===== config.mk =====
export PLATFORM = sky130hd
export DESIGN_NAME = databus_write_arbiter
export DESIGN_NICKNAME = d
export VERILOG_FILES = /design/src/rtl/databus_write_arbiter.sv
export SDC_FILE = /design/constraint.sdc
export NUM_CORES = 1
export LEC_CHECK = 0
export ABC_AREA = 1
export BUFFER_PORTS_ARGS = -buffer_cell sky130_fd_sc_hd__buf_2
export CAP_MARGIN = 15
export CORE_AREA = 2 2 157 159
export CTS_CLUSTER_SIZE = 24
export DETAILED_ROUTE_END_ITERATION = 12
export DIE_AREA = 0 0 159 161
export PLACE_DENSITY = 0.45
export SETUP_SLACK_MARGIN = 0.02
export SYNTH_ARGS = -nofsm -noshare
export SYNTH_HDL_FRONTEND = slang
export SYNTH_SLANG_ARGS = --single-unit

===== constraint.sdc =====
create_clock -name clk_i -period 1.5 [get_ports clk_i]
set_clock_uncertainty 0.05 [all_clocks]
set_input_delay 0.075 -clock clk_i [delete_from_list [all_inputs] [get_ports clk_i]]
set_output_delay 0.075 -clock clk_i [all_outputs]
set_load 0.005 [all_outputs]

===== src/rtl/databus_write_arbiter.sv =====
// rtl/databus_write_arbiter.sv - round-robin, burst-locked arbiter sharing one databus write port
// Bus ownership is held from grant until a valid&ready&last beat; the finished owner drops to lowest priority.
module databus_write_arbiter #(
  parameter int NUM_REQ    = 4,
  parameter int AXI_ADDR_W = 32,
  parameter int AXI_DATA_W = 32,
  parameter int LEN_W      = 8
) (
  input  logic                                clk_i,
  input  logic                                rst_i,
  input  logic [NUM_REQ-1:0]                  req_valid_i,
  output logic [NUM_REQ-1:0]                  req_ready_o,
  output logic [NUM_REQ-1:0]                  req_last_o,
  input  logic [NUM_REQ*AXI_ADDR_W-1:0]       req_addr_i,
  input  logic [NUM_REQ*AXI_DATA_W-1:0]       req_wdata_i,
  input  logic [NUM_REQ*(AXI_DATA_W/8)-1:0]   req_wstrb_i,
  input  logic [NUM_REQ*LEN_W-1:0]            req_len_i,
  output logic                                databus_valid,
  input  logic                                databus_ready,
  output logic [AXI_ADDR_W-1:0]               databus_addr,
  output logic [AXI_DATA_W-1:0]               databus_wdata,
  output logic [AXI_DATA_W/8-1:0]             databus_wstrb,
  output logic [LEN_W-1:0]                    databus_len,
  input  logic                                databus_last,
  output logic [NUM_REQ-1:0]                  grant_o,
  output logic                                busy_o
);

  localparam int STRB_W = AXI_DATA_W / 8;
  localparam int PTR_W  = (NUM_REQ > 1) ? $clog2(NUM_REQ) : 1;

  typedef enum logic {
    IDLE   = 1'b0,
    LOCKED = 1'b1
  } state_t;

  state_t             state_q, state_d;
  logic [PTR_W-1:0]   last_q, last_d;
  logic [PTR_W-1:0]   owner_q, owner_d;
  logic [NUM_REQ-1:0] grant_q, grant_d;

  logic [PTR_W-1:0]   winner;
  logic               any_req;
  logic               locked;
  logic               owner_valid;
  logic               beat_done;

  logic [AXI_ADDR_W-1:0] sel_addr;
  logic [AXI_DATA_W-1:0] sel_wdata;
  logic [STRB_W-1:0]     sel_wstrb;
  logic [LEN_W-1:0]      sel_len;

  // Scan from last_q+1 upward; iterating downward lets the nearest candidate overwrite the rest.
  always_comb begin
    int idx;
    logic [PTR_W-1:0] idx_p;
    idx     = 0;
    idx_p   = '0;
    winner  = '0;
    any_req = 1'b0;
    for (int k = NUM_REQ; k >= 1; k--) begin
      idx   = (int'(last_q) + k) % NUM_REQ;
      idx_p = PTR_W'(idx);
      if (req_valid_i[idx_p]) begin
        winner  = idx_p;
        any_req = 1'b1;
      end
    end
  end

  always_comb begin
    sel_addr    = '0;
    sel_wdata   = '0;
    sel_wstrb   = '0;
    sel_len     = '0;
    owner_valid = 1'b0;
    for (int i = 0; i < NUM_REQ; i++) begin
      if (owner_q == PTR_W'(i)) begin
        sel_addr    = req_addr_i[i*AXI_ADDR_W +: AXI_ADDR_W];
        sel_wdata   = req_wdata_i[i*AXI_DATA_W +: AXI_DATA_W];
        sel_wstrb   = req_wstrb_i[i*STRB_W +: STRB_W];
        sel_len     = req_len_i[i*LEN_W +: LEN_W];
        owner_valid = req_valid_i[i];
      end
    end
  end

  // Every output is gated by the LOCKED state so reset clears them without waiting for a clock.
  assign locked        = (state_q == LOCKED);
  assign databus_valid = locked & owner_valid;
  assign databus_addr  = locked ? sel_addr  : '0;
  assign databus_wdata = locked ? sel_wdata : '0;
  assign databus_wstrb = locked ? sel_wstrb : '0;
  assign databus_len   = locked ? sel_len   : '0;
  assign req_ready_o   = (locked && databus_ready) ? grant_q : '0;
  assign req_last_o    = (locked && databus_last)  ? grant_q : '0;
  assign beat_done     = databus_valid & databus_ready & databus_last;
  assign grant_o       = grant_q;
  assign busy_o        = locked;

  always_comb begin
    state_d = state_q;
    last_d  = last_q;
    owner_d = owner_q;
    grant_d = grant_q;
    case (state_q)
      IDLE: begin
        if (any_req) begin
          state_d = LOCKED;
          owner_d = winner;
          grant_d = NUM_REQ'(1) << winner;
        end
      end
      LOCKED: begin
        if (beat_done) begin
          state_d = IDLE;
          last_d  = owner_q;
          grant_d = '0;
        end
      end
      default: begin
        state_d = IDLE;
        grant_d = '0;
      end
    endcase
  end

  always_ff @(posedge clk_i or posedge rst_i) begin
    if (rst_i) begin
      state_q <= IDLE;
      last_q  <= PTR_W'(NUM_REQ - 1);
      owner_q <= '0;
      grant_q <= '0;
    end else begin
      state_q <= state_d;
      last_q  <= last_d;
      owner_q <= owner_d;
      grant_q <= grant_d;
    end
  end

endmodule


After elaboration in Yosys (flattened, before gate mapping)
Cells that the tools add are included.
{"block": "totals", "register_bits": 9, "word_cells": 76, "in_bits": 312, "output_inout_bits": 90}
{"block": "classes", "n_shift": 1, "n_addsub": 4, "n_reduce_logical": 6, "eq_ne": 5, "bitwise": 4, "n_mux": 48, "magnitude_cmp": 4}
{"operator": "$mux W32", "n": 10}
{"operator": "$mux W8", "n": 5}
{"operator": "$mux W4", "n": 9}
{"operator": "$mux W1", "n": 14}
{"operator": "$lt A2 B3 Y1 const B", "n": 4}
{"operator": "$bmux W1 S2", "n": 4}
{"operator": "$mux W2", "n": 4}
{"operator": "$pmux W4 S2", "n": 1}
{"operator": "$reduce_and A2 Y1", "n": 3}
{"operator": "$add A2 B1 Y2 const B", "n": 2}
{"operator": "$add A2 B2 Y2 const B", "n": 2}
{"operator": "$eq A2 B2 Y1 const B", "n": 2}
{"operator": "$shl A1 B2 Y4 const A", "n": 1}
{"operator": "$and A1 B1 Y1", "n": 3}
{"operator": "$eq A2 B1 Y1 const B", "n": 1}
{"operator": "$logic_and A1 B1 Y1", "n": 2}
{"operator": "$logic_not A2 Y1", "n": 1}
{"operator": "$ne A2 B1 Y1 const B", "n": 1}
{"operator": "$ne A2 B2 Y1 const B", "n": 1}
{"operator": "$pmux W1 S2", "n": 1}
{"operator": "$not A1 Y1", "n": 1}

Logic depth before layout (Yosys ltp)
{"block": "depth", "depth_word": 10, "ltp_mapped": 13, "mapped_depth_nobuf": 12}

Least setup slack after synthesis
No wires, ideal clock.
{"block": "synth_timing", "path_type": "register to register", "from": "register last_q[0]", "to": "register grant_q[0] (netlist: grant_o[0])", "path_stages_with_launch": 13, "setup_time_ns": 0.117, "synth_period_minus_slack_ns": 1.490, "n_path_buf": 1, "t_arrival_ns": 1.323, "required_ns": 1.333, "setup_slack_ns": 0.010, "cell_sequence": "dfstp_2 buf_6 inv_6 nand2_2 nand2_2 nand2_2 nand2_2 nor2_2 nand2_1 nand2_4 nand2_4 nand3_1 nand2_1"}
{"block": "synth_between", "elab_chain_len": 10, "word_cells_on_any_way": 25, "cone_classes": "add/sub (4); eq/ne (1); shift (1); mux (18); reduce/logical (1)"}
{"element": "start: declaration", "line_no": "38", "rtl": "logic [PTR_W-1:0] last_q, last_d;"}
{"element": "start signal: assignment", "line_no": "131", "rtl": "last_q <= PTR_W'(NUM_REQ - 1);"}
{"element": "start signal: assignment", "line_no": "136", "rtl": "last_q <= last_d;"}
{"element": "$add A2 B1 Y2", "line_no": "62", "rtl": "idx = (int'(last_q) + k) % NUM_REQ;"}
{"element": "$bmux W1 S2", "line_no": "64", "rtl": "if (req_valid_i[idx_p]) begin"}
{"element": "$mux W1 (not written as such)", "line_no": "64"}
{"element": "$mux W2 (4 in a row)", "line_no": "64"}
{"element": "$shl A1 B2 Y4", "line_no": "111", "rtl": "grant_d = NUM_REQ'(1) << winner;"}
{"element": "$mux W4", "line_no": "108", "rtl": "if (any_req) begin"}
{"element": "$pmux W4 S2", "line_no": "106", "rtl": "case (state_q)"}
{"element": "end signal: assignment", "line_no": "138", "rtl": "grant_q <= grant_d;"}
{"element": "end: declaration", "line_no": "40", "rtl": "logic [NUM_REQ-1:0] grant_q, grant_d;"}
Several ways; a longest one is shown, not always the timed one. The select of a mux whose other input is x is not followed.
A chain may end at the register's enable or synchronous reset.

Final worst setup path
{"block": "layout_timing", "from": "register owner_q[0]", "to": "output databus_wdata[29]"}
{"block": "layout_between", "elab_chain_len": 6, "word_cells_on_any_way": 9, "cone_classes": "eq/ne (3); mux (5); reduce/logical (1)"}
{"element": "start: declaration", "line_no": "39", "rtl": "logic [PTR_W-1:0] owner_q, owner_d;"}
{"element": "start signal: assignment", "line_no": "137", "rtl": "owner_q <= owner_d;"}
{"element": "$logic_not A2 Y1", "line_no": "78", "rtl": "if (owner_q == PTR_W'(i)) begin"}
{"element": "$mux W32 (3 in a row)", "line_no": "78"}
{"element": "$mux W32 (*)", "line_no": "78"}
{"element": "$mux W32 (*)", "line_no": "92", "rtl": "assign databus_wdata = locked ? sel_wdata : '0;"}
{"element": "end: declaration", "line_no": "21", "rtl": "output logic [AXI_DATA_W-1:0] databus_wdata,"}
Mark *: on every way between the ends. The rest lies on a longest branch, timed or not.

==> out/summary.txt <==
Routed len/inst: 17.04 µm
Grt ovf: 0
Crit-path leading delay family: flip-flops
Setup slack, reg-to-reg: -230 ps
Fin cells: 1342
Met2 wire len: 11250 µm
Layout area overhead: 132.8%
Die W: 159 µm
Min Tclk post-route: 1816 ps
CP cell instances: nand2_4 -> inv_6 -> buf_12 -> buf_12 -> nor2_2 -> o221ai_2 -> a21oi_2 -> buf_2
Most used cell, CP: buf_12
Worst-Skew Late Latency: 240 ps
CP Capture Type: output pin
Register area share after synthesis: 0.07336
Hold Crit Depth: 4
Synthesized area: 3104 µm²
CP Class: flip-flop to output pin
Final worst slack: -316.0 ps
First-pass detailed-route iteration total: 4
EDFF count, synth: 0
Fmax: 550.7 MHz
Ys async rst share: 1.000
H-tree Lvls: 1
DR DRC count: 0
Starting density of the core: 0.1295
Biggest area consumer among synthesized cells: nand3_1
Share of cells above drive strength 1: 0.6352
Slew Viols, Final: 0
Placeable Area: 23960 µm²
Max Used Layer: met5
Max FO, Critical Path: 7
Metal-1 WL: 9978 µm
Number of routed nets with antenna violations: 0
Gpl congestion: 0.9059
Worst r2r src: last_q[0]$_DFFE_PP1P_
Synth top area share: 0.1451
Power Total: 14500 µW
Met3 WL: 1193 µm
Vias in the first global route: 5592
Total number of vias: 5965
Status: finished, violations left
Ys Warns: 0
WHS Endpoint: last_q[1]$_DFFE_PP1P_
Largest net degree at the start of global routing: 48
IO Count: 402
HP Class: primary input to flip-flop
Initial DRC count: 363
Least-Margin Pin Slew: 345.2 ps
R2R Path End: grant_o[1]$_DFFE_PP0P_
Bufs and invs on worst path: 4
Power per Cell Area: 2006 nW/µm²
Fin crit share: 1.211
Placement Rows: 57
Layout Utilization: 0.3015
Synthesized area per cell: 5.270 µm²
Syn Inst Count: 589
Startpoint Class: flip-flop
CP max stage delay: 490 ps
Clock Tree Buf Depth: 2
Setup Viol. Count Final: 86
Yosys reg bits: 9
DR vias/cell: 4.445
Failing checks: setup timing
Count of cell types in the netlist: 28
Initial antenna violation count: 2
Die Ht: 161 µm
Clock Sinks: 9
Rel. slew slack: 0.7674
Reg2reg path depth: 10
Crit path DAT: 1690 ps
Number of nets in the layout: 1330
Root Buffer: clkbuf_16
Worst Path Required: 1370 ps
CTS buffer count: 3
Unrepaired setup endpoints after global routing: yes
Mapped Nets: 901
Slowest CP cell: dfrtp_2
CTS tree: yes
Worst VDD drop: 732.3 µV
Largest cells by area after synthesis: nand3_1 (15%), nand2_1 (14%), o211ai_1 (9.9%)
DP Cell Count: 1312
Min-Delay Startpoint: databus_last
Final HPWL from detailed placement: 16280 µm
Critical Path Source: owner_q[0]$_DFFE_PP0P_
Full die area: 25600 µm²
# port buffers: 401
Clock transition at the registers of the reported paths: 40 ps
DRT Wirelength: 22870 µm
Max Cap Violations: 0
Total global-route track usage: 0.1505
Prevailing post-synth register cell: dfrtp_1
Final Hold Fails: 0
Leakage: 0.003725 µW
First-pass GRT wire length: 31110 µm
[final cells by class]
| cell class | count | area (µm²) |
|---|---|---|
| clock buffer | 4 | 78.83 |
| multi-input combinational | 463 | 3093 |
| timing repair buffer | 478 | 3148 |
| antenna | 1 | 2.502 |
| inverter | 63 | 266.5 |
| tap | 324 | 405.4 |
| fill | 2694 | 16740 |
| sequential | 9 | 231.5 |
[registers in the layout, indices dropped and copies added, names as in the netlist]
signal / flops
busy_o: 1
grant_o: 4
last_q: 2
owner_q: 2
[routing by layer]
metal | up-vias | global-route usage
li1 | 2894 | -
met1 | 2798 | 0.2049
met2 | 246 | 0.2520
met3 | 25 | 0.02183
met4 | 2 | 0.03430
met5 | - | 0
[timing repair]
item | in CTS | in global routing
cloned | 1 | 10
pin swaps | 10 | 54
buffers inserted | 2 | 11
endpoints found under the setup margin | 86 | 89
hold buffers | 1 | 0
resized for setup | 60 | 203
endpoints found under the hold margin | 7 | 0
[layout by cell type (no fill, tap or decap), drive strengths merged, types with 4 or more instances in the layout]
cell type  instances
nand3             90
inv               61
o21ai             47
o22ai              4
nand2            126
o211ai            41
buf              468
o221ai            33
clkbuf            13
a21oi             35
dfrtp              7
nor2              83
[cell families (layout without fill, tap and decap cells)]
logic type,Yosys count,count (layout),share of synthesized area
simple gates,301,301,0.4212
compound gates,162,162,0.3386
buf+inv,117,545,0.1669
flops,9,9,0.07336
other cells,0,1,0
[power breakdown]
| group | internal (µW) | switching (µW) | total (µW) |
|---|---|---|---|
| sequential | 372 | 206 | 578 |
| clock | 355 | 120 | 475 |
| combinational | 6370 | 7080 | 13400 |
[cells in the mapped netlist (2+ instances only)]
cell / count
dfstp_2: 2
buf_4: 5
o22ai_1: 4
nand2_4: 2
buf_1: 7
o211ai_1: 41
nor2_1: 81
buf_6: 3
nand2_1: 116
inv_1: 56
dfrtp_1: 7
nand2_2: 8
o21ai_0: 46
buf_2: 22
inv_2: 4
clkbuf_1: 17
o221ai_1: 33
a21oi_1: 34
nand3_1: 90
inv_4: 2
o21a_1: 2
[worst reg2reg max path, delay by kind of cell, from the launching register on]
family                 cells  cell delay, ps
DFF                        1             610
AOI/OAI and AO/OA          1             140
buffers and inverters      1             150
and+or+nand+nor            8             710
[per-stage QoR]
| step | hold WS [ps] | worst slack [ps] | instance area [µm²] | setup TNS, ps |
|---|---|---|---|---|
| final | 209.1 | -316.0 | 7226 | -20260 |
| after global routing | 215.3 | -415.8 | 7226 | -28560 |
| after CTS | 194.5 | -317.0 | 6122 | -22120 |
| after detailed placement | 9.054 | -200.2 | 5801 | -7153 |
| after global placement | 10.67 | -174.6 | 5801 | -6525 |
| after floorplan | -148.5 | 9.644 | 3104 | 0 |
[worst max-delay path by stage]
stage          cells after the start                endpoint
2_1_floorplan                     12  grant_o[0]$_DFFE_PP0P_
3_3_place_gp                       7        databus_addr[12]
3_5_place_dp                       7        databus_addr[12]
4_1_cts                            6       databus_wdata[11]
5_1_grt                            8       databus_wdata[25]
6_report                           8       databus_wdata[29]
Power figures use the tool's default switching activity.
